<file path="config.mk">
export PLATFORM = sky130hd
export DESIGN_NAME = bcd_to_bin
export DESIGN_NICKNAME = d
export VERILOG_FILES = /design/src/rtl/bcd_to_bin.sv
export SDC_FILE = /design/constraint.sdc
export NUM_CORES = 1
export LEC_CHECK = 0
export CORE_AREA = 2 2 64 66
export CTS_BUF_LIST = sky130_fd_sc_hd__clkbuf_2
export DETAILED_ROUTE_END_ITERATION = 8
export DIE_AREA = 0 0 66 68
export MAX_ROUTING_LAYER = met4
export PLACE_DENSITY = 0.57
export SETUP_SLACK_MARGIN = 0.15
export SYNTH_ARGS = -nofsm -noshare
export SYNTH_HDL_FRONTEND = slang
export SYNTH_SLANG_ARGS = --single-unit
</file>
<file path="constraint.sdc">
create_clock -name clk -period 1.9 [get_ports clk]
set_input_delay 0.38 -clock clk [delete_from_list [all_inputs] [get_ports clk]]
set_output_delay 0.38 -clock clk [all_outputs]
set_load 0.1 [all_outputs]
</file>
<file path="src/rtl/bcd_to_bin.sv">
// bcd_to_bin: sequential packed-BCD to binary converter (reverse double-dabble).
// One bit moves from the digit register into the binary register per cycle;
// digits that land at >= 8 after the shift are pulled back by 3.

// Per-digit correction applied after each right shift.
module bcd_to_bin_digit (
  input  logic [3:0] d,
  output logic [3:0] q
);
  assign q = (d >= 4'd8) ? d - 4'd3 : d;
endmodule

module bcd_to_bin #(
  parameter int DIGITS = 2,
  parameter int BIN_W  = 7
) (
  input  logic                clk,
  input  logic                rst,
  input  logic                start,
  input  logic [4*DIGITS-1:0] bcd_in,
  output logic                busy,
  output logic                done,
  output logic [BIN_W-1:0]    data_out,
  output logic                err
);
  localparam int W  = 4*DIGITS;
  localparam int CW = $clog2(W+1);

  typedef enum logic [1:0] {IDLE, CONV, DONE} state_t;

  state_t         state, state_nxt;
  logic [W-1:0]   dig, bin, dig_nxt, bin_nxt;
  logic [W-1:0]   dig_sh, bin_sh, dig_fix;
  logic [CW-1:0]  cnt, cnt_nxt;
  logic [BIN_W-1:0] data_nxt;
  logic           err_nxt;
  logic           bad;

  // One-bit right shift of the {digit, binary} pair; digit LSB feeds binary MSB.
  assign {dig_sh, bin_sh} = {dig, bin} >> 1;

  for (genvar g = 0; g < DIGITS; g++) begin : g_dig
    bcd_to_bin_digit u_dig (.d(dig_sh[4*g +: 4]), .q(dig_fix[4*g +: 4]));
  end

  // Flag any input nibble outside 0..9.
  always_comb begin
    bad = 1'b0;
    for (int i = 0; i < DIGITS; i++)
      if (bcd_in[4*i +: 4] > 4'd9) bad = 1'b1;
  end

  assign busy = (state == CONV);
  assign done = (state == DONE);

  // Next-state and datapath; DONE accepts start exactly like IDLE.
  always_comb begin
    state_nxt = state;
    dig_nxt   = dig;
    bin_nxt   = bin;
    cnt_nxt   = cnt;
    data_nxt  = data_out;
    err_nxt   = err;
    case (state)
      IDLE, DONE: begin
        state_nxt = IDLE;
        if (start) begin
          dig_nxt = bcd_in;
          bin_nxt = '0;
          cnt_nxt = CW'(W);
          if (bad) begin
            state_nxt = DONE;
            data_nxt  = '0;
            err_nxt   = 1'b1;
          end else begin
            state_nxt = CONV;
          end
        end
      end
      CONV: begin
        dig_nxt = dig_fix;
        bin_nxt = bin_sh;
        cnt_nxt = cnt - CW'(1);
        if (cnt == CW'(1)) begin
          state_nxt = DONE;
          data_nxt  = bin_sh[BIN_W-1:0];
          err_nxt   = 1'b0;
        end
      end
      default: state_nxt = IDLE;
    endcase
  end

  // State and datapath registers with synchronous active-low reset.
  always_ff @(posedge clk) begin
    if (!rst) begin
      state    <= IDLE;
      dig      <= '0;
      bin      <= '0;
      cnt      <= '0;
      data_out <= '0;
      err      <= 1'b0;
    end else begin
      state    <= state_nxt;
      dig      <= dig_nxt;
      bin      <= bin_nxt;
      cnt      <= cnt_nxt;
      data_out <= data_nxt;
      err      <= err_nxt;
    end
  end
endmodule

</file>
==> impl_metrics.tcl <==
set metrics [dict create \
    synth_top_cell_by_area "dfxtp_1" \
    grt_pass1_vias 958 \
    num_vias 998 \
    fp.dieArea_um2 4488 \
    fin_util_pct 40.59 \
    vdd_drop_max_mv 0.4002 \
    p_switching_w 0.0003747 \
    cp-startpoint "state[1]$_SDFFE_PN0N_" \
    holdPathStages 2 \
    netlist_instances 129 \
    mappedNetlistNets 144 \
    grt_pass1_wl_um 4388 \
    hp-start "dig[5]$_SDFFE_PN0P_" \
    synth_seq_cells 29 \
    start_util_pct 32.77 \
    p_per_area_nw_per_um2 753.4 \
    layout-drive-gt1-share_pct 21.15 \
    numClockSinks 29 \
    synth-edff-count 0 \
    cts_tree "done" \
    status "finished, final reports clean" \
    place_ws_ns 0.1020 \
    track_usage_pct 13.46 \
    cp_max_fo 15 \
    cts_buffers 5 \
    seqPwrFrac_pct 55.7 \
    clk_pin_slew_ns 0.15 \
    relSlewSlack_pct 74.49 \
    hold_path.class "flip-flop to flip-flop" \
    cp.required_ns 1.52 \
    synthDistinctLibCells 33 \
    tns_ns 0 \
    hold_viol_final 0 \
    gr-total-overflow 0 \
    nets 170 \
    r2r_end "data_out[1]$_SDFFE_PN0P_" \
    async_flop_share_pct 0 \
    num_rows 23 \
    setup_ws_ns 0.2196 \
    io_pins 21 \
    root_buffer "clkbuf_2" \
    multi_input_area_um2 618.1 \
    p_leak_nw 0.6260 \
    p_comb_share_pct 17.9 \
    skew_ns 0.006239 \
    port_buffers 20 \
    synthTopCellsByArea "dfxtp_1 46%, a22oi_1 6.5%, nor2_1 5.6%" \
    whs_endpoint "dig[5]$_SDFFE_PN0P_" \
    yosys_warnings 0 \
    yosysMostFrequentCell "dfxtp_1" \
    setup_viol 0 \
    die_h_um 68 \
    yosys-top-cells-count "29 x dfxtp_1, 19 x nor2_1, 11 x a22oi_1" \
    ys.flop_type "dfxtp_1" \
    worstSetupPathType "flip-flop to primary output" \
    drc 0 \
    cts_buffer_depth 2 \
    antenna_found_initial 0 \
    cp_data_arrival_time_ns 1.30 \
    htreeDepth 2 \
    insertion_delay_ns 0.36 \
    core_um2 3856 \
    reg2reg_depth 5 \
    routed_wl_um 2593 \
    end_kind "primary output" \
    gp_congestion 0.7891 \
    die_w_um 66 \
    r2r-start "cnt[0]$_SDFFE_PN0P_" \
    hold_buffers 0 \
    detail-route-antenna-nets 0 \
    worst_slew_pin_slew_ns 0.3818 \
    min_period_ns 1.680 \
    drv_cap 0 \
    p_int_w 0.0008046 \
    finalMaxSlewViolations 0 \
    fillerInstances 395 \
    regToRegSetupSlack_ns 0.45 \
    rsz0062_at_grt "no" \
    drt_iter0_drc 56 \
    startpoint_type "flip-flop" \
    cts_setup_buffers 0 \
    switching_share_pct 31.77 \
    synth_area_um2 1264 \
    ys_seq_area_share_pct 45.94 \
    syn_avg_cell_area_um2 9.796 \
    first_pass_iters 4 \
    diodes 0 \
    wl_per_cell_um 12.59 \
    synth_top_area_share_pct 45.94 \
    p_clk_share_pct 26.4 \
    regArea_um2 584.3 \
    fmax_mhz 595.1 \
    post-route-period-util_pct 88.44 \
    viasPerCell 4.845 \
    hpwl_um 1800 \
    grt_max_degree 17 \
    area_growth_pct 23.86 \
]
-- layout make-up --
type	instances	area share, %
Inverter	6	1.759
Clock buffer	5	1.599
Tap cell	50	3.997
Timing Repair Buffer	24	14.71
Sequential cell	29	37.33
Clock inverter	3	1.119
Multi-Input combinational cell	89	39.49
-- what timing repair did --
item,4_1_cts,5_1_grt
gates resized for setup,1,1
gates cloned,0,0
pin swaps,0,0
setup endpoints to repair,1,1
-- metal layers --
metal  track usage (%)  wire length, um
met5                 -                0
met4             4.592               31
met1             16.82             1290
met2             20.08             1128
met3             5.099              143
-- power groups by stage --
stage	Clock [W]	Sequential (W)	Combinational, W
after floorplan	0	0.000678	0.000139
after global placement	0	0.000670	0.000209
after detailed placement	0	0.000671	0.000212
after CTS	0.000320	0.000658	0.000213
after global routing	0.000357	0.000662	0.000230
final	0.000312	0.000657	0.000211
-- placed cells by master, fill, tap and decap left out, types with 3 or more instances in the layout --
cell / count
dfxtp_1: 28
nor2_1: 19
buf_4: 12
a22oi_1: 11
clkdlybuf4s50_1: 10
a21oi_1: 9
nand2_1: 7
a22o_1: 7
inv_1: 5
clkbuf_2: 5
o21ai_0: 4
ha_1: 4
nor2_4: 3
nand2b_1: 3
-- sequential cells by signal, summed over array words and instances (netlist names) --
register  cells
state         2
data_out      7
err           1
dig           8
cnt           4
bin           7
-- metrics by stage --
stage | instance area (um2) | hold slack (ns) | power (W) | instances
after floorplan | 1264 | 0.4368 | 0.0008174 | 129
after global placement | 1519 | 0.4488 | 0.0008798 | 198
after detailed placement | 1519 | 0.4564 | 0.0008828 | 198
after CTS | 1563 | 0.4778 | 0.001191 | 206
after global routing | 1565 | 0.5007 | 0.001249 | 206
final | 1565 | 0.4714 | 0.001179 | 206
-- worst max-delay path: stages, from the launching register on --
cell	delay, ns
dfxtp_1	0.37
nand2b_4	0.21
inv_6	0.16
buf_12	0.19
-- cell families (layout without fill, tap and decap cells) --
kind of cell               after synthesis  after routing  synth area share, %
buffers and inverters                   11             38                5.149
xor gates and xnor gates                 2              2                1.386
DFF                                     29             29                45.94
muxes                                    2              2                1.584
AOI/OAI and AO/OA                       38             38                22.58
adders and majority gates                4              4                3.961
and+or+nand+nor                         43             43                19.41
-- worst max path at each step --
stage                                      to  cells after the start
after CTS                                busy                      3
after floorplan                          done                      1
after detailed placement  dig[1]$_SDFFE_PN0P_                      5
final                                    busy                      3
after global routing                     busy                      3
after global placement    dig[0]$_SDFFE_PN0P_                      5
(Power assumes the default switching activity.)
